**src/rtl/definitions_pkg.sv**
```systemverilog
// Shared types and constants for the instruction-RAM boot loader.
// Both the top and the byte packer take their word and byte types from here.
package definitions_pkg;

    typedef logic [31:0]        word_32ut;
    typedef logic signed [31:0] word_st;
    typedef logic [7:0]         byte_t;

    typedef enum logic [2:0] {
        IDLE,
        HDR,
        DATA,
        CSUM,
        DONE,
        ERR
    } loader_state_e;

    localparam int LOADER_HDR_BYTES  = 4;
    localparam int LOADER_WORD_BYTES = 4;

endpackage

```
**src/rtl/instr_loader_if.sv**
```systemverilog
// Byte-stream handshake plus instruction-RAM write port of the boot loader.
// slave = loader side, master = stream source / RAM side.
interface instr_loader_if
    import definitions_pkg::*;
#(
    parameter int ADDR_W = 10
);

    logic              byte_valid_i;
    byte_t             byte_i;
    logic              byte_ready_o;
    logic              wr_en_o;
    logic [ADDR_W-1:0] wr_addr_o;
    word_32ut          wr_data_o;

    modport slave (
        input  byte_valid_i,
        input  byte_i,
        output byte_ready_o,
        output wr_en_o,
        output wr_addr_o,
        output wr_data_o
    );

    modport master (
        output byte_valid_i,
        output byte_i,
        input  byte_ready_o,
        input  wr_en_o,
        input  wr_addr_o,
        input  wr_data_o
    );

endinterface

```
**src/rtl/instr_loader_byte_packer.sv**
```systemverilog
// Little-endian byte-to-word assembler: four accepted bytes produce one
// registered word with a single-cycle valid on the following cycle.
module byte_packer
    import definitions_pkg::*;
(
    input  logic     clk_i,
    input  logic     rst_i,
    input  logic     clear_i,
    input  logic     accept_i,
    input  byte_t    byte_i,
    output logic     last_o,
    output logic     word_valid_o,
    output word_32ut word_o
);

    logic [1:0]  cnt_q, cnt_d;
    logic [23:0] shift_q, shift_d;
    logic        word_valid_q, word_valid_d;
    word_32ut    word_q, word_d;

    // Bytes enter at the top so the first byte ends up in bits 7:0.
    always_comb begin
        cnt_d        = cnt_q;
        shift_d      = shift_q;
        word_valid_d = 1'b0;
        word_d       = word_q;
        last_o       = accept_i && (cnt_q == 2'(LOADER_WORD_BYTES - 1));
        if (clear_i) begin
            cnt_d   = '0;
            shift_d = '0;
        end else if (accept_i) begin
            cnt_d   = cnt_q + 2'd1;
            shift_d = {byte_i, shift_q[23:8]};
            if (last_o) begin
                word_valid_d = 1'b1;
                word_d       = {byte_i, shift_q};
            end
        end
    end

    always_ff @(posedge clk_i) begin
        if (rst_i) begin
            cnt_q        <= '0;
            shift_q      <= '0;
            word_valid_q <= 1'b0;
            word_q       <= '0;
        end else begin
            cnt_q        <= cnt_d;
            shift_q      <= shift_d;
            word_valid_q <= word_valid_d;
            word_q       <= word_d;
        end
    end

    assign word_valid_o = word_valid_q;
    assign word_o       = word_q;

endmodule

```
**src/rtl/instr_loader.sv**
```systemverilog
// Boot-time instruction RAM writer: parses a count/payload/checksum byte frame,
// writes consecutive words, and holds the core in reset until a good load.
module instr_loader
    import definitions_pkg::*;
#(
    parameter int     ADDR_W    = 10,
    parameter word_st BASE_ADDR = 32'sh0000_0000
) (
    input  logic           clk_i,
    input  logic           rst_i,
    input  logic           start_i,
    instr_loader_if.slave  bus,
    output logic           core_rst_o,
    output word_st         pc_init_o,
    output logic           busy_o,
    output logic           done_o,
    output logic           err_o
);

    localparam logic [32:0] MAX_WORDS = 33'd1 << ADDR_W;

    loader_state_e     state_q, state_d;
    word_32ut          count_q, count_d;
    logic [1:0]        hdr_cnt_q, hdr_cnt_d;
    logic [ADDR_W:0]   widx_q, widx_d;
    byte_t             acc_q, acc_d;
    logic [ADDR_W-1:0] wr_addr_q, wr_addr_d;

    logic              byte_ready;
    logic              accept;
    logic              load_start;
    logic              word_last;
    logic              word_valid;
    word_32ut          word;
    word_32ut          hdr_word;
    logic [ADDR_W:0]   last_idx;

    assign accept     = bus.byte_valid_i && byte_ready;
    assign load_start = start_i && !busy_o;
    assign hdr_word   = {bus.byte_i, count_q[31:8]};
    assign last_idx   = count_q[ADDR_W:0] - (ADDR_W + 1)'(1);

    byte_packer u_packer (
        .clk_i        (clk_i),
        .rst_i        (rst_i),
        .clear_i      (load_start),
        .accept_i     (accept && (state_q == DATA)),
        .byte_i       (bus.byte_i),
        .last_o       (word_last),
        .word_valid_o (word_valid),
        .word_o       (word)
    );

    always_ff @(posedge clk_i) begin
        if (rst_i) state_q <= IDLE;
        else       state_q <= state_d;
    end

    always_ff @(posedge clk_i) begin
        if (rst_i) begin
            count_q   <= '0;
            hdr_cnt_q <= '0;
            widx_q    <= '0;
            acc_q     <= '0;
            wr_addr_q <= '0;
        end else begin
            count_q   <= count_d;
            hdr_cnt_q <= hdr_cnt_d;
            widx_q    <= widx_d;
            acc_q     <= acc_d;
            wr_addr_q <= wr_addr_d;
        end
    end

    always_comb begin
        state_d   = state_q;
        count_d   = count_q;
        hdr_cnt_d = hdr_cnt_q;
        widx_d    = widx_q;
        acc_d     = acc_q;
        wr_addr_d = wr_addr_q;
        case (state_q)
            IDLE, DONE, ERR: begin
                if (start_i) begin
                    state_d   = HDR;
                    count_d   = '0;
                    hdr_cnt_d = '0;
                    widx_d    = '0;
                    acc_d     = '0;
                end
            end
            HDR: begin
                if (accept) begin
                    count_d   = hdr_word;
                    hdr_cnt_d = hdr_cnt_q + 2'd1;
                    // Full 32-bit count is range-checked so oversize frames never wrap the index.
                    if (hdr_cnt_q == 2'(LOADER_HDR_BYTES - 1)) begin
                        if ((hdr_word == '0) || ({1'b0, hdr_word} > MAX_WORDS)) state_d = ERR;
                        else                                                     state_d = DATA;
                    end
                end
            end
            DATA: begin
                if (accept) begin
                    acc_d = acc_q ^ bus.byte_i;
                    if (word_last) begin
                        wr_addr_d = widx_q[ADDR_W-1:0];
                        widx_d    = widx_q + (ADDR_W + 1)'(1);
                        if (widx_q == last_idx) state_d = CSUM;
                    end
                end
            end
            CSUM: begin
                if (accept) state_d = (bus.byte_i == acc_q) ? DONE : ERR;
            end
            default: state_d = IDLE;
        endcase
    end

    always_comb begin
        byte_ready = 1'b0;
        busy_o     = 1'b0;
        done_o     = 1'b0;
        err_o      = 1'b0;
        core_rst_o = 1'b1;
        case (state_q)
            HDR, DATA, CSUM: begin
                byte_ready = 1'b1;
                busy_o     = 1'b1;
            end
            DONE: begin
                done_o     = 1'b1;
                core_rst_o = 1'b0;
            end
            ERR:     err_o = 1'b1;
            default: ;
        endcase
    end

    assign bus.byte_ready_o = byte_ready;
    assign bus.wr_en_o      = word_valid;
    assign bus.wr_addr_o    = wr_addr_q;
    assign bus.wr_data_o    = word;
    assign pc_init_o        = BASE_ADDR;

endmodule

```
**src/flat_wrapper.sv**
```systemverilog
// flat-port wrapper written by rule: the top's interface ports become plain ports
module instr_loader_flat import definitions_pkg::*;
#(
    parameter int     ADDR_W    = 10,
    parameter word_st BASE_ADDR = 32'sh0000_0000
)
  (clk_i, rst_i, start_i, core_rst_o, pc_init_o, busy_o, done_o, err_o, bus_byte_valid_i, bus_byte_i, bus_byte_ready_o, bus_wr_en_o, bus_wr_addr_o, bus_wr_data_o);
  instr_loader_if #(.ADDR_W(ADDR_W)) bus_i ();
  input  logic clk_i;
  input  logic rst_i;
  input  logic start_i;
  output logic core_rst_o;
  output word_st pc_init_o;
  output logic busy_o;
  output logic done_o;
  output logic err_o;
  input wire logic [$bits(bus_i.byte_valid_i)-1:0] bus_byte_valid_i;
  input wire logic [$bits(bus_i.byte_i)-1:0] bus_byte_i;
  output wire logic [$bits(bus_i.byte_ready_o)-1:0] bus_byte_ready_o;
  output wire logic [$bits(bus_i.wr_en_o)-1:0] bus_wr_en_o;
  output wire logic [$bits(bus_i.wr_addr_o)-1:0] bus_wr_addr_o;
  output wire logic [$bits(bus_i.wr_data_o)-1:0] bus_wr_data_o;
  assign bus_i.byte_valid_i = bus_byte_valid_i;
  assign bus_i.byte_i = bus_byte_i;
  assign bus_byte_ready_o = bus_i.byte_ready_o;
  assign bus_wr_en_o = bus_i.wr_en_o;
  assign bus_wr_addr_o = bus_i.wr_addr_o;
  assign bus_wr_data_o = bus_i.wr_data_o;
  instr_loader #(.ADDR_W(ADDR_W), .BASE_ADDR(BASE_ADDR)) u_core (.clk_i(clk_i), .rst_i(rst_i), .start_i(start_i), .bus(bus_i), .core_rst_o(core_rst_o), .pc_init_o(pc_init_o), .busy_o(busy_o), .done_o(done_o), .err_o(err_o));
endmodule
```
**config.mk**
```make
export PLATFORM = sky130hd
export DESIGN_NAME = instr_loader_flat
export DESIGN_NICKNAME = d
export VERILOG_FILES = /design/src/rtl/definitions_pkg.sv /design/src/rtl/instr_loader_if.sv /design/src/rtl/instr_loader_byte_packer.sv /design/src/rtl/instr_loader.sv /design/src/flat_wrapper.sv
export SDC_FILE = /design/constraint.sdc
export NUM_CORES = 1
export LEC_CHECK = 0
export CORE_UTILIZATION = 53
export CTS_CLUSTER_SIZE = 8
export DETAILED_ROUTE_END_ITERATION = 7
export GPL_TIMING_DRIVEN = 0
export PLACE_DENSITY_LB_ADDON = 0.3
export SLEW_MARGIN = 10
export SYNTH_ARGS = -nofsm -noshare
export SYNTH_HDL_FRONTEND = slang
export SYNTH_SLANG_ARGS = --single-unit
```
**constraint.sdc**
```tcl
create_clock -name clk_i -period 3.1 [get_ports clk_i]
set_input_delay 0.62 -clock clk_i [delete_from_list [all_inputs] [get_ports clk_i]]
set_output_delay 0.62 -clock clk_i [all_outputs]
set_load 0.01 [all_outputs]
```
Word level (Yosys, flattened, before mapping)
Cells that the tools add are included.

Add/subtract/negate cells: 4. Magnitude comparators: 1. Eq/ne operators: 16. Multiplexer cells: 28. Bitwise logic cells: 3. Reduce and logical (&&, ||, !) cells: 20.

Operators with widths (number): 2-to-1 mux 32 bit (2); one-hot mux 32 bit (2 select lines) (1); 2-to-1 mux 11 bit (3); greater-than comparator 32 x 11 -> 1 bit (second input constant) (1); zero test 32 bit (1); 2-to-1 mux 3 bit (8); one-hot mux 11 bit (2 select lines) (1); 2-to-1 mux 8 bit (2); one-hot mux 8 bit (2 select lines) (1); one-hot mux 3 bit (4 select lines) (1); AND reduction 3 bit (4); adder 11 x 1 -> 11 bit (second input constant) (1); == test 11 bit (1); subtractor 11 x 1 -> 11 bit (second input constant) (1); OR reduction 3 bit (3); == test 8 bit (1); inequality test 2 x 1 -> 1 bit (second input constant) (4); XOR 8 bit (1); AND reduction 7 bit (1); == test 3 x 2 -> 1 bit (second input constant) (2); == test 3 bit (second input constant) (2); 2-to-1 mux 1 bit (6); inequality test 2 bit (second input constant) (3); adder 2 x 1 -> 2 bit (second input constant) (2); other kinds (12) (19).

Bits in registers: 125. Output and inout bits: 80.

Depth between registers and ports, before layout
Gate-level depths: netlist of run 1.

Depth in word-level cells: 9. Depth in mapped cells: 9.

Modules after synthesis
Synthesis of run 1 repeated with hierarchy kept, for this count alone.

Cell total of the unflattened synthesis: 674. Area total of the unflattened synthesis: 5848.1 um2.

By module, submodules not included: instr_loader (instances 1, cells each 444, area each 3443.3 um2, seq. area each 1321.3 um2); byte_packer (instances 1, cells each 230, area each 2404.8 um2, seq. area each 1181.1 um2).

Worst setup path after synthesis of run 1
OpenSTA, ideal clock, no wires.

Kind: register to register. Start: register u_core.count_q[0]. End: register u_core.state_q[2]. Data arrival time: 2.096 ns. Setup slack: 0.881 ns. Cell stages (with the launch flop): 10. Cells stage by stage: dfxtp_1 -> inv_1 -> ha_1 -> and2b_1 -> nor4_2 -> a31oi_1 -> or3_1 -> a32o_1 -> nor2_1 -> mux2_1.

Longest elaborated chain between the ends: 4.

RTL lines: from (decl) (line instr_loader.sv:23) `word_32ut count_q, count_d;`; from (signal assigned) (line instr_loader.sv:67) `count_q <= count_d;`; subtractor 11 x 1 -> 11 bit (line instr_loader.sv:41) `assign last_idx = count_q[ADDR_W:0] - (ADDR_W + 1)'(1);`; == test 11 bit (line instr_loader.sv:109) `if (widx_q == last_idx) state_d = CSUM;`; inequality test 2 bit (no line); AND reduction 7 bit (no line); to (signal assigned) (line instr_loader.sv:56) `else state_q <= state_d;`; to (decl) (line instr_loader.sv:22) `loader_state_e state_q, state_d;`.

Every way passes these cells. A chain may end at the register's enable or synchronous reset.

Final worst setup path of run 1
Start: register u_core.state_q[0]. End: output port busy_o.

Longest elaborated chain between the ends: 3. Elaborated cells on any way between the ends: 5.

RTL lines: == test 3 x 1 -> 1 bit or == test 3 x 2 -> 1 bit (tied branches) (line instr_loader.sv:126) `case (state_q)`; OR reduction 3 bit (*) (line instr_loader.sv:126); 2-to-1 mux 1 bit (*) (line instr_loader.sv:126); to (decl) (line flat_wrapper.sv:14) `output logic busy_o;`.

Every way passes the cells marked *; elsewhere a longest branch is shown, timed or not.

==> results of run 1 <==
[final timing paths]
path	startpoint	to	slack, ns	cells past startpoint
worst max-delay path	u_core.state_q[0]$_SDFFE_PP0P_	busy_o	0.24	5
worst min-delay path	u_core.u_packer.word_o[14]$_SDFFE_PP0P_	u_core.u_packer.word_o[14]$_SDFFE_PP0P_	0.45	2
worst max register to register	u_core.state_q[2]$_SDFFE_PP0P_	u_core.count_q[26]$_SDFFE_PP0P_	0.60	9
worst min register to register	u_core.u_packer.word_o[14]$_SDFFE_PP0P_	u_core.u_packer.word_o[14]$_SDFFE_PP0P_	0.45	2
[report_power, final]
group          internal (mW)  total, mW  switching, mW
clock network           1.17       1.93          0.760
registers               1.61       1.61        0.00380
logic                 0.0698      0.200          0.131
total                   2.85       3.75          0.894
[worst max-delay path: stages (launching register included)]
cell and delay, ns:
dfxtp_1 0.39, clkbuf_1 0.36, nor2_1 0.11, nor2_1 0.20, buf_4 0.14, clkdlybuf4s50_1 0.52
[cells by family (layout without fill, tap and decap cells)]
logic type / after synthesis / in the layout
adders and majority gates: 4 / 4
and+or+nand+nor: 307 / 307
DFF: 125 / 125
xor gates and xnor gates: 34 / 34
AOI/OAI and AO/OA: 143 / 143
muxes: 3 / 3
other: 1 / 32
buffers and inverters: 83 / 174
[cells in the mapped netlist (2+ instances only)]
master,n,share of area
a31oi_1,4,0.0046
a21o_1,3,0.0041
nor3_1,5,0.0046
nand3_1,41,0.038
inv_1,4,0.0028
buf_4,33,0.045
buf_2,5,0.0046
nand2_1,181,0.12
nor2b_1,5,0.0057
and2_1,3,0.0034
clkbuf_1,39,0.027
nor4_1,10,0.011
and3_1,3,0.0034
dfxtp_1,125,0.46
o21ai_0,5,0.0046
nand4_1,3,0.0034
or3_1,2,0.0023
xor2_1,18,0.029
nor4_2,3,0.0069
o21ai_1,8,0.0073
o211ai_1,3,0.0041
a21oi_1,115,0.11
or2_0,7,0.0080
ha_1,4,0.0092
nor2_1,32,0.022
xnor2_1,16,0.026
nand2b_1,5,0.0057
[per-layer routing]
metal | global-route usage | part of all wire | wire (microns)
met2 | 0.4249 | 0.47 | 6359
met1 | 0.3459 | 0.44 | 5942
met4 | 0.08776 | 0.010 | 141
met5 | 0 | 0 | 0
met3 | 0.06855 | 0.082 | 1108
[metrics by stage]
| step | setup TNS, ns | total power, mW | setup WS [ns] | cell area, sq um |
|---|---|---|---|---|
| final | 0 | 3.748 | 0.2405 | 6899 |
| after global routing | 0 | 3.844 | 0.09779 | 6899 |
| after CTS | 0 | 3.739 | 0.2624 | 6899 |
| after detailed placement | -0.06313 | 1.844 | -0.06313 | 6325 |
| after global placement | -0.09085 | 1.840 | -0.09085 | 6325 |
| after floorplan | 0 | 1.783 | 0.8808 | 5568 |
[layout make-up]
| cell class | count | share of cell area |
|---|---|---|
| clock inverter | 12 | 0.02013 |
| buffer | 78 | 0.06130 |
| tap | 133 | 0.02412 |
| sequential | 125 | 0.3627 |
| inverter | 5 | 0.002720 |
| clock buffer | 20 | 0.06311 |
| timing repair buffer | 59 | 0.08560 |
| multi-input combinational | 523 | 0.3803 |
[registers in the layout, summed over array words and instances, names as in the netlist]
signal                        count
u_core.u_packer.word_valid_o      1
u_core.u_packer.cnt_q             2
u_core.widx_q                    11
u_core.count_q                   32
u_core.bus.wr_addr_o             10
u_core.state_q                    3
u_core.u_packer.shift_q          24
u_core.hdr_cnt_q                  2
u_core.acc_q                      8
u_core.u_packer.word_o           32
==> results.ini, run 1 <==
[die]
die_h_microns = 103.4
die_w_microns = 103.4
die_area_sq_mm = 0.01070
io_pins = 92
rows = 36
initial_core_util = 0.5526
core_sq_mm = 0.009864

[route]
wl_mm = 13.55
drt_first_pass_iters = 6
drt_iter0_markers = 327
wire_per_inst_microns = 14.19
vias = 5121
viasPerCell = 5.362
route.detailed.drc = 0
antenna_left = 0

[placed_design]
dp_hpwl_mm = 9.636
placed_cells = 923
gp_congestion = 0.8577
port_buffers = 59

[sta]
period_share = 0.9224
clock_skew_ns = 0.01090
fmax_ghz = 0.3497
setup_viol = 0
whs_ns = 0.4531
hold_viol = 0
worstMarginPinSlew_ns = 0.6358
drv_slew = 0
finalCriticalPeriod_ns = 2.859
grt_setup_unrepaired = no
maxSlewHeadroom = 0.5726

[synth]
ys.flop_type = dfxtp_1
ys_types = 45
syn_avg_cell_area_sq_um = 7.788
yosys_register_bits = 125
ys_seq_area_frac = 0.4590
synth_top_family_by_area = simple AND/OR/NAND/NOR gates
synth_warnings = 0
yosys.area_share.simple = 0.2499
synthesis.area_sq_mm = 0.005451
synthArstFlopShare = 0
synth_edf_count = 0
synthMuxAreaShare = 0.005967
netlist_instances = 700
synth_compound_area_frac = 0.1395
synthAdderAreaFrac = 0.009181
synth-xor-area-share = 0.05462

[critical_path]
startpoint_type = flop
crit_required_ns = 2.48
critical_path_class = reg -> out
setup.worst_path.end_class = output port
crit_fanout = 10
arrival_ns = 2.24

[clock_network]
clockBufferDepth = 2
cts-htree-levels = 4
cts_tree = done
cts_resized = 0
post-cts-setup-buffer-count = 0
clock-sinks = 125
cts_buffers = 17
clock-root-buffer = clkbuf_8
cts.clk_slew.worst_paths_ns = 0.06
clk_latency_ns = 0.53
hold_buffers = 0

[cells_and_area]
instances_no_fill = 955
syn2layout_area_growth_pct = 26.56
fillers = 818
final_util = 0.6994
layout.nets = 825
num_antenna_cells = 0
final_cell_mix = 181 x nand2_1, 125 x dfxtp_1, 115 x a21oi_1, 59 x clkdlybuf4s50_1
ff_latch_area_sq_mm = 0.002502
multi_input_area_sq_mm = 0.002624
final_common_cell = nand2_1
final_layout_size_suffix_gt1_frac = 0.09124

[global_routing]
grt_overflow = 0
grt_max_degree = 17
antenna_found_initial = 0
grtUsageTotal = 0.2641
grt_pass1_wl_mm = 21.48
grt_pass1_vias = 4523

[power_and_ir_drop]
irDropWorstVdd_uv = 332.9
p_per_area_mw_per_mm2 = 543.2
p_leak_nw = 2.482

[run_status]
status = finished clean

[flow_run]
max-cap-violations = 0

[worst_hold_path]
hold_class = reg -> reg

Power figures use the tool's default switching activity.
==> run 2, diff against run 1 <==
--- a/config.mk
+++ b/config.mk
@@ -6,6 +6,7 @@
 export NUM_CORES = 1
 export LEC_CHECK = 0
 export CORE_UTILIZATION = 53
+export CTS_CLUSTER_DIAMETER = 40
 export CTS_CLUSTER_SIZE = 8
 export DETAILED_ROUTE_END_ITERATION = 7
 export GPL_TIMING_DRIVEN = 0
==> results of run 2 <==
Final layout, timing and power as in run 1 (identical DEF).
